[config.mk]
export PLATFORM = sky130hd
export DESIGN_NAME = crc_byte_feeder_flat
export DESIGN_NICKNAME = d
export VERILOG_FILES = /design/src/rtl/crc_byte_feeder_if.sv /design/src/rtl/crc_byte_feeder.sv /design/src/flat_wrapper.sv
export SDC_FILE = /design/constraint.sdc
export NUM_CORES = 1
export LEC_CHECK = 0
export ABC_AREA = 1
export CORE_ASPECT_RATIO = 0.75
export CORE_UTILIZATION = 58
export CTS_BUF_LIST = sky130_fd_sc_hd__clkbuf_4 sky130_fd_sc_hd__clkbuf_8 sky130_fd_sc_hd__clkbuf_16
export CTS_CLUSTER_SIZE = 8
export DETAILED_ROUTE_END_ITERATION = 12
export HOLD_SLACK_MARGIN = 0.06
export PLACE_DENSITY_LB_ADDON = 0.08
export SETUP_SLACK_MARGIN = 0.05
export SYNTH_ARGS = -nofsm -noshare
export SYNTH_HDL_FRONTEND = slang
export SYNTH_SLANG_ARGS = --single-unit
[constraint.sdc]
create_clock -name clk -period 3 [get_ports clk]
set_input_delay 0.45 -clock clk [delete_from_list [all_inputs] [get_ports clk]]
set_output_delay 0.45 -clock clk [all_outputs]
set_load 0.01 [all_outputs]
[src/rtl/crc_byte_feeder_if.sv]
// crc_byte_feeder_if: bus-side and engine-side signals of the CRC byte feeder.
//   master : drives writes, flush, clear and the engine status (busy/done);
//            observes wr_ready, the byte stream, data_done, level, overflow.
//   slave  : the feeder itself.
// DEPTH must match the DEPTH of the crc_byte_feeder attached to this interface.
interface crc_byte_feeder_if #(
  parameter int DEPTH = 4
);
  localparam int LW = $clog2(DEPTH) + 1;

  logic          wr_en;
  logic [1:0]    wr_size;
  logic [31:0]   wr_data;
  logic          flush;
  logic          clear;
  logic          crc_busy;
  logic          crc_done;
  logic          wr_ready;
  logic          crc_trigger;
  logic [7:0]    crc_byte;
  logic          data_done;
  logic [LW-1:0] level;
  logic          overflow;

  modport master (
    output wr_en, wr_size, wr_data, flush, clear, crc_busy, crc_done,
    input  wr_ready, crc_trigger, crc_byte, data_done, level, overflow
  );

  modport slave (
    input  wr_en, wr_size, wr_data, flush, clear, crc_busy, crc_done,
    output wr_ready, crc_trigger, crc_byte, data_done, level, overflow
  );
endinterface

[src/rtl/crc_byte_feeder.sv]
// crc_byte_feeder: queues 8/16/32-bit bus writes in a small word FIFO and
// feeds them LSB-first, one byte at a time, into the CRC engine.
// Ports:
//   clk, rst   : single clock, synchronous active-high reset
//   bus        : crc_byte_feeder_if slave (writes, flush, clear, engine
//                handshake, wr_ready, byte stream, data_done, level, overflow)
//   dbg_state  : current FSM state (0 IDLE, 1 ISSUE, 2 WAIT)
//
// Handshakes:
//   - A write is taken in any cycle with wr_en & wr_ready & (wr_size != 11);
//     wr_ready depends only on the registered level, so a pop in the same
//     cycle never frees room for that cycle's write. A write with
//     wr_en & !wr_ready & (wr_size != 11) is dropped and sets overflow.
//   - A byte is offered to the engine only when the engine is not busy:
//     crc_trigger pulses for one cycle with crc_byte valid, then the feeder
//     waits (without timeout) for the engine's crc_done before moving on.
module crc_byte_feeder #(
  parameter int DEPTH = 4
) (
  input  logic               clk,
  input  logic               rst,
  crc_byte_feeder_if.slave   bus,
  output logic [1:0]         dbg_state
);
  localparam int PW = $clog2(DEPTH);
  localparam int LW = PW + 1;

  typedef enum logic [1:0] {
    IDLE  = 2'd0,
    ISSUE = 2'd1,
    WAIT  = 2'd2
  } state_e;

  state_e        state_q, state_d;
  logic [31:0]   data_q [DEPTH];
  logic [31:0]   data_d [DEPTH];
  logic [1:0]    size_q [DEPTH];
  logic [1:0]    size_d [DEPTH];
  logic [PW-1:0] wr_ptr_q, wr_ptr_d;
  logic [PW-1:0] rd_ptr_q, rd_ptr_d;
  logic [LW-1:0] level_q, level_d;
  logic [1:0]    idx_q, idx_d;
  logic          trig_q, trig_d;
  logic [7:0]    byte_q, byte_d;
  logic          done_q, done_d;
  logic          ovf_q, ovf_d;
  logic          flush_pend_q, flush_pend_d;

  logic          wr_ready;
  logic          wr_valid;
  logic          push;
  logic          drop;
  logic          pop;
  logic          empty;
  logic          done_fire;
  logic [31:0]   head_data;
  logic [1:0]    head_size;
  logic [1:0]    last_idx;
  logic [7:0]    cur_byte;

  assign wr_ready  = (level_q != LW'(DEPTH));
  assign wr_valid  = bus.wr_en & (bus.wr_size != 2'b11);
  assign push      = wr_valid & wr_ready;
  assign drop      = wr_valid & ~wr_ready;
  assign empty     = (level_q == '0);
  assign head_data = data_q[rd_ptr_q];
  assign head_size = size_q[rd_ptr_q];

  // Stored size code 00/01/10 means 1/2/4 bytes; last byte index 0/1/3.
  always_comb begin
    case (head_size)
      2'b00:   last_idx = 2'd0;
      2'b01:   last_idx = 2'd1;
      default: last_idx = 2'd3;
    endcase
  end

  always_comb begin
    case (idx_q)
      2'd0:    cur_byte = head_data[7:0];
      2'd1:    cur_byte = head_data[15:8];
      2'd2:    cur_byte = head_data[23:16];
      default: cur_byte = head_data[31:24];
    endcase
  end

  // The head entry leaves the FIFO when the engine finishes its last byte.
  assign pop       = (state_q == WAIT) & bus.crc_done & (idx_q == last_idx);
  // End of message: nothing queued and nothing in flight (the FSM only
  // leaves IDLE while the FIFO holds an entry).
  assign done_fire = (state_q == IDLE) & empty & flush_pend_q;

  always_comb begin
    state_d      = state_q;
    data_d       = data_q;
    size_d       = size_q;
    wr_ptr_d     = wr_ptr_q;
    rd_ptr_d     = rd_ptr_q;
    level_d      = level_q;
    idx_d        = idx_q;
    trig_d       = 1'b0;
    byte_d       = byte_q;
    done_d       = done_fire;
    ovf_d        = ovf_q;
    flush_pend_d = (flush_pend_q & ~done_fire) | bus.flush;

    case (state_q)
      IDLE: begin
        if (!empty && !bus.crc_busy) begin
          state_d = ISSUE;
          trig_d  = 1'b1;
          byte_d  = cur_byte;
        end
      end
      ISSUE: state_d = WAIT;
      WAIT: begin
        if (bus.crc_done) begin
          state_d = IDLE;
          if (pop) begin
            idx_d    = 2'd0;
            rd_ptr_d = rd_ptr_q + PW'(1);
          end else begin
            idx_d = idx_q + 2'd1;
          end
        end
      end
      default: state_d = IDLE;
    endcase

    if (push) begin
      data_d[wr_ptr_q] = bus.wr_data;
      size_d[wr_ptr_q] = bus.wr_size;
      wr_ptr_d         = wr_ptr_q + PW'(1);
    end

    case ({push, pop})
      2'b10:   level_d = level_q + LW'(1);
      2'b01:   level_d = level_q - LW'(1);
      default: level_d = level_q;
    endcase

    // A dropped write in the same cycle as clear keeps overflow set.
    if (drop) begin
      ovf_d = 1'b1;
    end else if (bus.clear) begin
      ovf_d = 1'b0;
    end
  end

  always_ff @(posedge clk) begin
    if (rst) begin
      state_q      <= IDLE;
      for (int i = 0; i < DEPTH; i++) begin
        data_q[i] <= '0;
        size_q[i] <= '0;
      end
      wr_ptr_q     <= '0;
      rd_ptr_q     <= '0;
      level_q      <= '0;
      idx_q        <= '0;
      trig_q       <= 1'b0;
      byte_q       <= '0;
      done_q       <= 1'b0;
      ovf_q        <= 1'b0;
      flush_pend_q <= 1'b0;
    end else begin
      state_q      <= state_d;
      data_q       <= data_d;
      size_q       <= size_d;
      wr_ptr_q     <= wr_ptr_d;
      rd_ptr_q     <= rd_ptr_d;
      level_q      <= level_d;
      idx_q        <= idx_d;
      trig_q       <= trig_d;
      byte_q       <= byte_d;
      done_q       <= done_d;
      ovf_q        <= ovf_d;
      flush_pend_q <= flush_pend_d;
    end
  end

  assign bus.wr_ready    = wr_ready;
  assign bus.crc_trigger = trig_q;
  assign bus.crc_byte    = byte_q;
  assign bus.data_done   = done_q;
  assign bus.level       = level_q;
  assign bus.overflow    = ovf_q;
  assign dbg_state       = state_q;
endmodule
[src/flat_wrapper.sv]
// flat-port wrapper written by rule: the top's interface ports become plain ports
module crc_byte_feeder_flat 
#(
  parameter int DEPTH = 4
)
  (clk, rst, dbg_state, bus_wr_en, bus_wr_size, bus_wr_data, bus_flush, bus_clear, bus_crc_busy, bus_crc_done, bus_wr_ready, bus_crc_trigger, bus_crc_byte, bus_data_done, bus_level, bus_overflow);
  crc_byte_feeder_if #(.DEPTH(DEPTH)) bus_i ();
  input  logic clk;
  input  logic rst;
  output logic [1:0] dbg_state;
  input wire logic [$bits(bus_i.wr_en)-1:0] bus_wr_en;
  input wire logic [$bits(bus_i.wr_size)-1:0] bus_wr_size;
  input wire logic [$bits(bus_i.wr_data)-1:0] bus_wr_data;
  input wire logic [$bits(bus_i.flush)-1:0] bus_flush;
  input wire logic [$bits(bus_i.clear)-1:0] bus_clear;
  input wire logic [$bits(bus_i.crc_busy)-1:0] bus_crc_busy;
  input wire logic [$bits(bus_i.crc_done)-1:0] bus_crc_done;
  output wire logic [$bits(bus_i.wr_ready)-1:0] bus_wr_ready;
  output wire logic [$bits(bus_i.crc_trigger)-1:0] bus_crc_trigger;
  output wire logic [$bits(bus_i.crc_byte)-1:0] bus_crc_byte;
  output wire logic [$bits(bus_i.data_done)-1:0] bus_data_done;
  output wire logic [$bits(bus_i.level)-1:0] bus_level;
  output wire logic [$bits(bus_i.overflow)-1:0] bus_overflow;
  assign bus_i.wr_en = bus_wr_en;
  assign bus_i.wr_size = bus_wr_size;
  assign bus_i.wr_data = bus_wr_data;
  assign bus_i.flush = bus_flush;
  assign bus_i.clear = bus_clear;
  assign bus_i.crc_busy = bus_crc_busy;
  assign bus_i.crc_done = bus_crc_done;
  assign bus_wr_ready = bus_i.wr_ready;
  assign bus_crc_trigger = bus_i.crc_trigger;
  assign bus_crc_byte = bus_i.crc_byte;
  assign bus_data_done = bus_i.data_done;
  assign bus_level = bus_i.level;
  assign bus_overflow = bus_i.overflow;
  crc_byte_feeder #(.DEPTH(DEPTH)) u_core (.clk(clk), .rst(rst), .bus(bus_i), .dbg_state(dbg_state));
endmodule
==> results.md <==
- Effective utilization at floorplan: around three fifths
- CTS H-tree depth: 4
- Ports placed on the boundary: 58
- Critical path fanouts, max: 15
- Floorplan die width: 131 um
- Worst Hold Margin: 0.443 ns
- Most frequently used cell type in the post-synthesis netlist: sky130_fd_sc_hd__nand2_1
- Sequential cell area fraction in the yosys report: 43.9%
- Largest area contributor in the netlist: sky130_fd_sc_hd__dfxtp_1
- DRC Markers: 0
- Data required time of the critical path: about 3.3 ns
- Die Area: ~13000 um^2
- Hold violation total from the final report: 0
- Placement Rows: 34
- Kind of end point of the critical path: flip-flop
- Area of the mapped netlist: 7240 um^2
- Vias/cell: 5.67
- Fin Setup TNS: 0 ns
- Max Transition Viols Final: 0
- Post-detail-place hpwl: 11800 um
- Crit share post-route: 82.7%
- Mean instance size in the synthesized netlist: 7.18 um^2
- Final worst path period need: ~2.5 ns
- Die height: 98.8 um
- Drt wl/cell: around 16 um
- Highest achievable clock rate: between 400 and 500 MHz
- Power density over cell area: 615 nW/um^2
- Worst Skew: between 0.01 and 0.015 ns
- Number of antenna violations at the first check in global routing: 0
- Via total after detailed routing: 6814
- Most used flip-flop cell after synthesis: sky130_fd_sc_hd__dfxtp_1
- Post-CTS Setup Repair Bufs: 0
- Post-synth top cells: sky130_fd_sc_hd__nand2_1, sky130_fd_sc_hd__a21oi_1, sky130_fd_sc_hd__dfxtp_1
- Maximum number of pins on one net before global-route repair: 81
- Most area-consuming cells after synthesis: sky130_fd_sc_hd__dfxtp_1, sky130_fd_sc_hd__a21oi_1, sky130_fd_sc_hd__nand2_1, sky130_fd_sc_hd__nand3_1, sky130_fd_sc_hd__o21ai_0
- Post-layout instance area: 8360 um^2
- Area share of the largest cell type after synthesis: 43.9%
- Weighted congestion at the end of routability-driven global placement: 0.864
- Layout Nets: 1079
- TritonCTS Buffers: 17
- Drt first-iter violations: 663
- Clock tree from TritonCTS: done
- Clk root buf: sky130_fd_sc_hd__clkbuf_16
- Global-route wire length before repair: 31800 um
- Total power: 5.14 mW
- Worst min path class: reg -> reg
- Worst setup timing slack at the placement stage: 0.232 ns
- Total inserted antenna cells: 0
- Clock transition time at the flip-flop clock pins of the worst setup and hold paths: 0.06 ns
- Vias in the first global route: between 6000 and 7000
- Proportion of layout cells with a drive suffix above 1: around 6.3%
- Worst slew pin tran: roughly 0.8 ns
- Total wire length after detailed routing: 19600 um
- Synthesized netlist cell count: 1009
- Critical path launch point type: flip-flop
- Cell area reported after detailed placement: a little under 8000 um^2
- Largest buffer count on any clock path: 2
- Slew Limit Headroom: 45.2%
- Global Route Usage Sum: 31.9%
- Ys async rst share: 0%
- Area of the core: 11900 um^2
- Category of the critical setup timing path: reg -> reg
- Number of setup violations in the final report: 0
- Clock insertion delay at the later pin of the skew report: 0.42 ns
- Yosys warning total: 0
- Port bufs: between 50 and 60
- Post-synth EDFFs: 0
- Data arrival time at the worst-slack endpoint: 2.79 ns
- Post-route worst setup slack: 0.520 ns
- Resized Gates After CTS: 0
- Syn nets: 1060
- CTS Hold Buffers Added: 0
- CTS sink cnt: between 150 and 200
- Initial DRT Pass Iterations: 5
- Run status: completed
- Count of antenna-violating nets left after detailed routing: 0
- Max capacitance violation total: 0
- GRT Residual Overflow: 0
- Number of distinct library cells after synthesis: 23
- RSZ-0062 raised after global routing: false
- Area overhead of the layout relative to synthesis: 15.4%
- Maximum resistive drop on vdd: 0.529 mV
- Static leakage: roughly 3.1 nW
- Count of state elements after synthesis: 159
## routing by layer
metal	GRT usage, %	up-vias	part of all wire [%]
met5	0	-	0
li1	-	3375	-
met3	5.48	23	8.1
met2	46.3	310	43
met1	47.7	3106	48
met4	10.1	0	1.4
## worst max-delay path, stage by stage, from the launching register on
cell	delay, ns
sky130_fd_sc_hd__dfxtp_2	0.32
sky130_fd_sc_hd__inv_2	0.22
sky130_fd_sc_hd__nand2_1	0.10
sky130_fd_sc_hd__nand3_1	0.11
sky130_fd_sc_hd__nand2_1	0.09
sky130_fd_sc_hd__nand2_1	0.07
sky130_fd_sc_hd__nand2_1	0.06
sky130_fd_sc_hd__nor2_1	0.12
sky130_fd_sc_hd__nand2_1	0.12
sky130_fd_sc_hd__inv_2	0.11
sky130_fd_sc_hd__ha_1	0.15
sky130_fd_sc_hd__inv_1	0.07
sky130_fd_sc_hd__fa_1	0.37
sky130_fd_sc_hd__a21oi_1	0.14
sky130_fd_sc_hd__o21ai_0	0.11
sky130_fd_sc_hd__o21ai_0	0.17
sky130_fd_sc_hd__a21oi_1	0.05
## flip-flops by register name (all words and copies together), names as in the netlist
register and flops:
u_core.idx_q 2, u_core.size_q 8, u_core.data_q 128, u_core.bus.crc_byte 8, u_core.rd_ptr_q 2, u_core.bus.overflow 1, u_core.flush_pend_q 1, u_core.dbg_state 2
u_core.bus.crc_trigger 1, u_core.wr_ptr_q 2, u_core.bus.level 3, u_core.bus.data_done 1
## power breakdown
group | switching, mW | total, mW | internal, mW
Clock | 0.864 | 2.28 | 1.41
Sequential | 0.0411 | 2.25 | 2.21
Combinational | 0.390 | 0.615 | 0.225
Total | 1.30 | 5.14 | 3.85
## cells by family after synthesis
family	count (synthesis)	synth area share, %
AND/OR/NAND/NOR	394	23.1
adder cells (fa/ha/maj)	10	1.83
buffers and inverters	155	10.2
AO/OA/AOI/OAI	290	20.9
XOR/XNOR	1	0.121
flip-flops	159	43.9
## path summary, 6_finish.rpt
| path | endpoint | slack (ns) | cells after the start | startpoint |
|---|---|---|---|---|
| max | u_core.bus.level[2] | 0.52 | 16 | u_core.rd_ptr_q[0] |
| max reg2reg | u_core.bus.level[2] | 0.52 | 16 | u_core.rd_ptr_q[0] |
| min | u_core.bus.data_done | 0.44 | 2 | u_core.flush_pend_q |
| min reg2reg | u_core.bus.data_done | 0.44 | 2 | u_core.flush_pend_q |
## cell usage in the layout, fill, tap and decap left out, drive strengths merged
master | synthesis | final
clkinvlp | 0 | 3
clkbuf | 29 | 19
clkdlybuf4s50 | 0 | 56
a21oi | 163 | 163
clkinv | 0 | 6
bufinv | 0 | 4
nand2 | 217 | 217
nand3 | 113 | 113
nor3b | 1 | 1
o21ai | 103 | 103
nor3 | 1 | 1
o211ai | 24 | 24
nor2 | 62 | 62
inv | 75 | 74
buf | 51 | 24
xor2 | 1 | 1
ha | 9 | 9
fa | 1 | 1
dfxtp | 159 | 159
## through the flow
stage | utilization, % | instances
6_report | 70.4 | 1202
5_1_grt | 70.4 | 1202
4_1_cts | 70.4 | 1202
3_5_place_dp | 65.3 | 1171
3_3_place_gp | 65.3 | 1171
2_1_floorplan | - | 1009
## layout make-up
cell class	count	area [um^2]
clock inverter	12	168
clock buffer	19	447
sequential	159	3180
tap	162	203
inverter	75	282
timing repair buffer	80	751
fill	1012	3510
multi-input combinational	695	3330
No activity file was read; power rests on OpenSTA's default activity.
==> RTL edit (same settings) <==
`byte_q` no longer has a reset.
--- a/src/rtl/crc_byte_feeder.sv
+++ b/src/rtl/crc_byte_feeder.sv
@@ -159,7 +159,6 @@
       level_q      <= '0;
       idx_q        <= '0;
       trig_q       <= 1'b0;
-      byte_q       <= '0;
       done_q       <= 1'b0;
       ovf_q        <= 1'b0;
       flush_pend_q <= 1'b0;
@@ -172,11 +171,14 @@
       level_q      <= level_d;
       idx_q        <= idx_d;
       trig_q       <= trig_d;
-      byte_q       <= byte_d;
       done_q       <= done_d;
       ovf_q        <= ovf_d;
       flush_pend_q <= flush_pend_d;
     end
+  end
+
+  always_ff @(posedge clk) begin
+    byte_q <= byte_d;
   end
 
   assign bus.wr_ready    = wr_ready;
Behaviour: differs if rst is asserted again (counterexample within 4 cycles, from zero or initial values and one cycle with rst high); with rst held inactive, the same outputs for 4 cycles.
==> RTL edit against the unedited design <==
  * Power grew 2.5%
  * Wire length grew 1.6%
  * Sequential share of layout area grew 1.4 points
  * Utilization is essentially flat
  * Design area shrank 1.0%
  * Worst setup slack lost 0.041 ns
  * Area after synthesis shrank 2.4%
  * Sequential cell count is the same
  * Critical endpoint unchanged
  * Largest cell class is now registers
  * Highest routed layer unchanged
==> RTL edit: results (changes against the unedited design) <==
hpwlAfterDp_um: 12100  # +2.1%
power.share.combinational: 0.112  # -0.007
dr_wl_met3_um: 1839  # +16%
met1_length_um: 8566  # -8.2%
ir_drop_uv: 464.1  # -12%
fin_hold_ws_ns: 0.4457  # +0.002689 ns
dp_slack_ns: 0.2698  # +0.03781 ns
dominant_cells: "registers"
clock_tree_area_fraction: 0.07911  # +0.005619
drive_gt1_frac: 0.07260  # +0.01010
synth.area.top_cells: "dfxtp_1 43%, a21oi_1 14%, o21ai_0 8.1%"
final-nonclk-buf-share: 0.09046  # +0.0006485
layout.nets: 1016  # -5.8%
status: "finished clean"
min-delay-start: "u_core.data_q[100]"
relSlewSlack: 0.4447  # -0.007620
fin_ws_ns: 0.4787  # -0.04080 ns
p_leak_uw: 0.002939  # -4.9%
netlist_top_cells_count: "203 x a21oi_1, 151 x dfxtp_1, 143 x nand2_1"
grt_pass1_wl_um: 31690  # -0.41%
multi_input_area_share: 0.3720  # -0.02589
grt_usage: 0.3245  # +0.005583
grt_start_max_net_pins: 83  # +2.5%
post_drt_via_cell_ratio: 5.915  # +4.3%
fill_cells: 948  # -6.3%
finClkSkew_ns: 0.01231  # +0.001637 ns
synth_edf_count: 8  # +8
grt_pass1_vias: 6374  # +4.4%
## RTL edit: changes by cell type after synthesis, moves of 8 or more
cell,before,now
nor2_1,62,20
edfxtp_1,0,8
dfxtp_1,159,151
nand3_1,112,80
nand2_1,214,143
a31oi_1,0,8
o21ai_0,93,114
inv_1,71,80
o211ai_1,24,16
buf_1,3,11
a21oi_1,163,203
## RTL edit: logic make-up (layout without fill, tap and decap cells)
family | after synthesis | count (layout) | synth area share
AO/OA/AOI/OAI | 354 | 354 | 0.2576
flip-flops | 159 | 159 | 0.4614
XOR/XNOR | 1 | 1 | 0.001239
AND/OR/NAND/NOR | 258 | 258 | 0.1575
buffers and inverters | 163 | 196 | 0.1035
adder cells (fa/ha/maj) | 10 | 10 | 0.01875
## RTL edit: critical path, delay by kind of cell (launching register included)
family          cells  cell delay (ns)
compound gates      4             0.50
fa+ha+maj           2             0.54
buf+inv             4             0.46
flops               1             0.34
simple gates        6             0.56
